--- src/rtl/regfile_pkg.sv ---
// Shared types and defaults for the register-file write arbiter and its scoreboard.
package regfile_pkg;

    localparam int REGF_ADDR_W = 4;
    localparam int REGF_DATA_W = 16;

    typedef enum logic {
        ARB_WB = 1'b0,
        ARB_MD = 1'b1
    } arb_state_e;

    typedef enum logic {
        SRC_WB = 1'b0,
        SRC_MD = 1'b1
    } src_e;

endpackage

--- src/rtl/reg_scoreboard.sv ---
// Busy-bit scoreboard for destinations with an outstanding mul/div result,
// with a two-port hazard lookup for the issue stage.
module reg_scoreboard
    import regfile_pkg::*;
#(
    parameter int ADDR_W = REGF_ADDR_W
) (
    input  logic                 clk,
    input  logic                 rst,
    input  logic                 set_i,
    input  logic [ADDR_W-1:0]    set_addr_i,
    input  logic                 clr_i,
    input  logic [ADDR_W-1:0]    clr_addr_i,
    input  logic [ADDR_W-1:0]    rd_addr1_i,
    input  logic [ADDR_W-1:0]    rd_addr2_i,
    output logic                 hazard_o,
    output logic [2**ADDR_W-1:0] busy_o
);

    localparam int NREG = 2**ADDR_W;

    logic [NREG-1:0] busy_q;
    logic [NREG-1:0] busy_d;

    // Set is applied after clear so a re-issue landing with the release keeps the bit.
    always_comb begin
        busy_d = busy_q;
        if (clr_i) begin
            busy_d[clr_addr_i] = 1'b0;
        end
        if (set_i) begin
            busy_d[set_addr_i] = 1'b1;
        end
    end

    always_ff @(posedge clk or posedge rst) begin
        if (rst) begin
            busy_q <= '0;
        end else begin
            busy_q <= busy_d;
        end
    end

    assign hazard_o = busy_q[rd_addr1_i] | busy_q[rd_addr2_i];
    assign busy_o   = busy_q;

endmodule

--- src/rtl/regfile_write_arbiter.sv ---
// Arbitrates the single register-file write port between writeback and mul/div.
// Define REGARB_AGING_EN to enable the starvation counter and the ARB_MD state.
module regfile_write_arbiter
    import regfile_pkg::*;
#(
    parameter int ADDR_W       = REGF_ADDR_W,
    parameter int DATA_W       = REGF_DATA_W,
    parameter int STARVE_LIMIT = 4
) (
    input  logic                 clk,
    input  logic                 rst,
    input  logic                 wb_valid,
    output logic                 wb_ready,
    input  logic [ADDR_W-1:0]    wb_addr,
    input  logic [DATA_W-1:0]    wb_data1,
    input  logic [DATA_W-1:0]    wb_data0,
    input  logic                 md_issue,
    input  logic [ADDR_W-1:0]    md_issue_addr,
    input  logic                 md_valid,
    output logic                 md_ready,
    input  logic [ADDR_W-1:0]    md_addr,
    input  logic [DATA_W-1:0]    md_data1,
    input  logic [DATA_W-1:0]    md_data0,
    input  logic [ADDR_W-1:0]    rd_addr1,
    input  logic [ADDR_W-1:0]    rd_addr2,
    output logic                 hazard,
    output logic [2**ADDR_W-1:0] busy_vec,
    output logic                 regWrite,
    output logic [ADDR_W-1:0]    WA,
    output logic [DATA_W-1:0]    WD1,
    output logic [DATA_W-1:0]    WD0
);

    arb_state_e        state_q, state_d;
    logic              wb_hs, md_hs;
    logic              regwrite_q;
    logic [ADDR_W-1:0] wa_q;
    logic [DATA_W-1:0] wd1_q, wd0_q;
    src_e              src_q;

    // Grants are held low while reset is asserted.
    always_comb begin
        wb_ready = 1'b0;
        md_ready = 1'b0;
        if (!rst) begin
            if (state_q == ARB_MD) begin
                md_ready = md_valid;
                wb_ready = wb_valid & ~md_valid;
            end else begin
                wb_ready = wb_valid;
                md_ready = md_valid & ~wb_valid;
            end
        end
    end

    assign wb_hs = wb_valid & wb_ready;
    assign md_hs = md_valid & md_ready;

`ifdef REGARB_AGING_EN
    localparam int CNT_W = $clog2(STARVE_LIMIT + 1);
    localparam logic [CNT_W-1:0] CNT_MAX = CNT_W'(STARVE_LIMIT);

    logic [CNT_W-1:0] cnt_q, cnt_d;

    // The switch to ARB_MD takes effect at the edge where the counter reaches the limit.
    always_comb begin
        cnt_d   = '0;
        state_d = state_q;
        if (md_valid && !md_ready) begin
            cnt_d = (cnt_q == CNT_MAX) ? cnt_q : cnt_q + CNT_W'(1);
        end
        case (state_q)
            ARB_WB:  if (cnt_d == CNT_MAX)       state_d = ARB_MD;
            ARB_MD:  if (md_hs || !md_valid)     state_d = ARB_WB;
            default: state_d = ARB_WB;
        endcase
    end

    always_ff @(posedge clk or posedge rst) begin
        if (rst) begin
            cnt_q <= '0;
        end else begin
            cnt_q <= cnt_d;
        end
    end
`else
    logic unused_starve_limit;
    assign unused_starve_limit = |STARVE_LIMIT;

    always_comb begin
        state_d = ARB_WB;
    end
`endif

    always_ff @(posedge clk or posedge rst) begin
        if (rst) begin
            state_q <= ARB_WB;
        end else begin
            state_q <= state_d;
        end
    end

    always_ff @(posedge clk or posedge rst) begin
        if (rst) begin
            regwrite_q <= 1'b0;
            wa_q       <= '0;
            wd1_q      <= '0;
            wd0_q      <= '0;
            src_q      <= SRC_WB;
        end else begin
            regwrite_q <= wb_hs | md_hs;
            if (md_hs) begin
                wa_q  <= md_addr;
                wd1_q <= md_data1;
                wd0_q <= md_data0;
                src_q <= SRC_MD;
            end else if (wb_hs) begin
                wa_q  <= wb_addr;
                wd1_q <= wb_data1;
                wd0_q <= wb_data0;
                src_q <= SRC_WB;
            end
        end
    end

    assign regWrite = regwrite_q;
    assign WA       = wa_q;
    assign WD1      = wd1_q;
    assign WD0      = wd0_q;

    reg_scoreboard #(
        .ADDR_W (ADDR_W)
    ) u_scoreboard (
        .clk        (clk),
        .rst        (rst),
        .set_i      (md_issue),
        .set_addr_i (md_issue_addr),
        .clr_i      (regwrite_q && (src_q == SRC_MD)),
        .clr_addr_i (wa_q),
        .rd_addr1_i (rd_addr1),
        .rd_addr2_i (rd_addr2),
        .hazard_o   (hazard),
        .busy_o     (busy_vec)
    );

endmodule

--- config.mk ---
export PLATFORM = sky130hd
export DESIGN_NAME = regfile_write_arbiter
export DESIGN_NICKNAME = d
export VERILOG_FILES = /design/src/rtl/regfile_pkg.sv /design/src/rtl/reg_scoreboard.sv /design/src/rtl/regfile_write_arbiter.sv
export SDC_FILE = /design/constraint.sdc
export NUM_CORES = 1
export LEC_CHECK = 0
export BUFFER_PORTS_ARGS = -buffer_cell sky130_fd_sc_hd__buf_4
export CAP_MARGIN = 20
export CORE_MARGIN = 5
export CORE_UTILIZATION = 45
export CTS_CLUSTER_DIAMETER = 200
export DETAILED_ROUTE_END_ITERATION = 10
export GPL_ROUTABILITY_DRIVEN = 1
export GPL_TIMING_DRIVEN = 1
export MAX_ROUTING_LAYER = met4
export PLACE_DENSITY_LB_ADDON = 0.2
export SLEW_MARGIN = 20
export SYNTH_ARGS = -nofsm -noshare
export SYNTH_HDL_FRONTEND = slang
export SYNTH_SLANG_ARGS = --single-unit
--- constraint.sdc ---
create_clock -name clk -period 2.05 [get_ports clk]
set_clock_uncertainty 0.1 [all_clocks]
set_input_delay 0.3075 -clock clk [delete_from_list [all_inputs] [get_ports clk]]
set_output_delay 0.3075 -clock clk [all_outputs]
set_load 0.05 [all_outputs]
==> impl_metrics.tcl <==
set metrics [dict create \
    violations "negative setup slack" \
    synth_nets 363 \
    numCtsBuffers 5 \
    grt_usage_pct 22.8 \
    status "finished with violations" \
    sw_frac_of_total_pct 40.3 \
    syn_inst 274 \
    grt_antenna_before_repair 0 \
    clock.fmax_mhz 465 \
    min_path_type "in2reg" \
    dpl.hpwl_mm 6.36 \
    synth_area_leader_cell "dfrtp_1" \
    vias 2790 \
    tightest_slew_ns 0.665 \
    fin_crit_sh_pct 105 \
    dr.pass1.iters 4 \
    clock_path_buffers 2 \
    synth.most_common_cell "o21ai_0" \
    drc 0 \
    start_kind "flip-flop" \
    nNetsFinal 513 \
    p_clk_share_pct 18.9 \
    maxSlewViolCount 0 \
    pin_count 145 \
    ant_nets 0 \
    slew_headroom_pct 55.7 \
    hold_viol 0 \
    cts_hold_buf 0 \
    path_max_fanout 4 \
    cts_tree "built" \
    first_global_vias 2829 \
    r2r_start "WA[1]" \
    place_ws_ns 0.113 \
    syn2layout_area_growth_pct 49.0 \
    hp-start "wb_data1[9]" \
    worstPathRequired_ns 1.64 \
    p_comb_share_pct 44.3 \
    die_y_um 88.0 \
    setup_slack_ns -0.100 \
    cellPowerDensity_mw_per_mm2 937 \
    dieWidth_um 88.0 \
    slowest_stage "mux4_2" \
    ctsHtreeMaxLevel 2 \
    place_congestion 0.905 \
    rows 28 \
    core-area_mm2 0.00592 \
    routed_wl_mm 8.55 \
    final.min_clock_period_ns 2.15 \
    grt.overflow.total 0 \
    first_iter_violations 111 \
    cp_cell_sequence "mux4_2 > mux2i_1 > mux2_4 > o21ai_2 > buf_6" \
    start_util_pct 46.3 \
    p_leak_nw 1.85 \
    fp.dieArea_mm2 0.00775 \
    clk_pin_slew_ns 0.09 \
    root_buffer "clkbuf_8" \
    end_kind "output pin" \
    grt_pass1_wl_mm 13.4 \
    synth_common_cells "o21ai_0 (64), dfrtp_1 (54), a22oi_1 (36)" \
    critPathBufInv 1 \
    port_buffers 144 \
    clock_latency_ns 0.30 \
    async_flop_share_pct 100 \
    yosys.area.top_type_share_pct 49.3 \
    yosysUniqueCellTypes 29 \
    vdd_drop_max_v 0.000711 \
    crit_family "multiplexers" \
    max_cap_violations 0 \
    cts_sinks 54 \
    synth_seq_cells 54 \
    fin_setup_tns_ns -0.100 \
    num_antenna_cells 0 \
    seqPwrFrac_pct 36.8 \
    crit_type "reg2out" \
    drive_gt1_share_pct 43.4 \
    wl_per_cell_um 17.1 \
    finalSetupViolCount 1 \
    ys_seq_area_share_pct 49.3 \
    synthFlopType "dfrtp_1" \
    critPathLaunch "u_scoreboard.busy_o[13]" \
    switchingPower_mw 1.54 \
    grt_max_degree 55 \
    syn_area_mm2 0.00274 \
    vias_per_cell 5.59 \
    syn_avg_cell_area_um2 10.0 \
    synth_edf_count 0 \
    slowest_delay_ns 0.48 \
    ys_warn_count 0 \
    arrival_ns 1.74 \
    rsz0062_at_grt "yes" \
    p_int_mw 2.29 \
    ys_top_cells_by_area "dfrtp_1 (49%), o21ai_0 (12%), a22oi_1 (9.9%)" \
]
==> final cells by class <==
cell class                      instances  area, um^2
Clock buffer                            6        82.6
Clock inverter                          1        30.0
Fill cell                             486        1840
Inverter                                2        11.3
Multi-Input combinational cell        200        1300
Sequential cell                        54        1350
Tap cell                               75        93.8
Timing Repair Buffer                  161        1210
==> worst min-delay path: stages <==
cell     delay, ns
buf_4         0.08
a22oi_1       0.05
o21ai_0       0.06
==> kinds of logic (layout without fill, tap and decap cells) <==
group | count (synthesis) | count (layout) | share of synthesized area [%]
mux | 12 | 12 | 8.77
buf+inv | 20 | 170 | 3.15
compound gates | 119 | 119 | 25.5
flops | 54 | 54 | 49.3
simple gates | 69 | 69 | 13.3
==> cell usage in the layout, fill, tap and decap left out, types with 3 or more instances in the layout <==
cell	count
nor2_1	4
nor2b_1	18
a22oi_1	36
dfrtp_1	54
nand3_1	3
a21oi_1	14
mux4_2	8
clkbuf_8	6
o21ai_0	64
buf_4	160
nand2_1	28
nand2b_1	5
mux2i_1	3
==> state kept, by name, summed over array words and instances, names as in the netlist <==
name and cells:
WD0 16, WD1 16, u_scoreboard.busy_o 16, WA 4
regWrite 1, src_q 1
==> power groups by stage <==
stage / clock network [mW] / logic (mW) / registers, mW
4_1_cts: 0.745 / 1.69 / 1.40
6_report: 0.722 / 1.70 / 1.41
2_1_floorplan: 0 / 0.401 / 2.03
5_1_grt: 0.783 / 1.79 / 1.43
3_5_place_dp: 0 / 1.59 / 1.43
3_3_place_gp: 0 / 1.57 / 1.41
==> path summary, 6_finish.rpt <==
| kind | to | slack (ns) | depth (start not counted) |
|---|---|---|---|
| worst max-delay path | hazard | -0.10 | 5 |
| worst min-delay path | WD1[9] | 0.13 | 3 |
| worst max register to register | u_scoreboard.busy_o[9] | 0.57 | 4 |
| worst min register to register | WD1[1] | 0.39 | 2 |
| max in group asynchronous | WD1[5] | 1.16 | 3 |
| min in group asynchronous | u_scoreboard.busy_o[2] | 0.26 | 3 |
==> per-layer routing <==
layer	vias up	part of all wire (%)	wire length (um)	track usage, %
li1	1309	-	-	-
met4	0	1.9	166	8.38
met5	-	0	0	-
met3	16	7.6	648	4.70
met1	1330	39	3370	27.0
met2	135	51	4370	38.2
==> metrics by stage <==
step	hold WS [ns]	util [%]	instance area, um^2	power, mW	instances
floorplan	0.306	-	2770	2.43	274
finish	0.128	69.0	4080	3.83	499
global route	0.117	69.0	4080	4.01	499
global placement	0.364	65.7	3890	2.98	480
detailed placement	0.372	65.7	3890	3.02	480
CTS	0.112	68.9	4080	3.84	498
==> repair_timing <==
item                                    4_1_cts  5_1_grt
pin swaps                                     2        0
endpoints found under the setup margin        1        1
setup buffers                                11        1
gates resized for setup                       7        0
hold endpoints to repair                      0        0
Note: power is estimated with default switching activity, not from simulation.
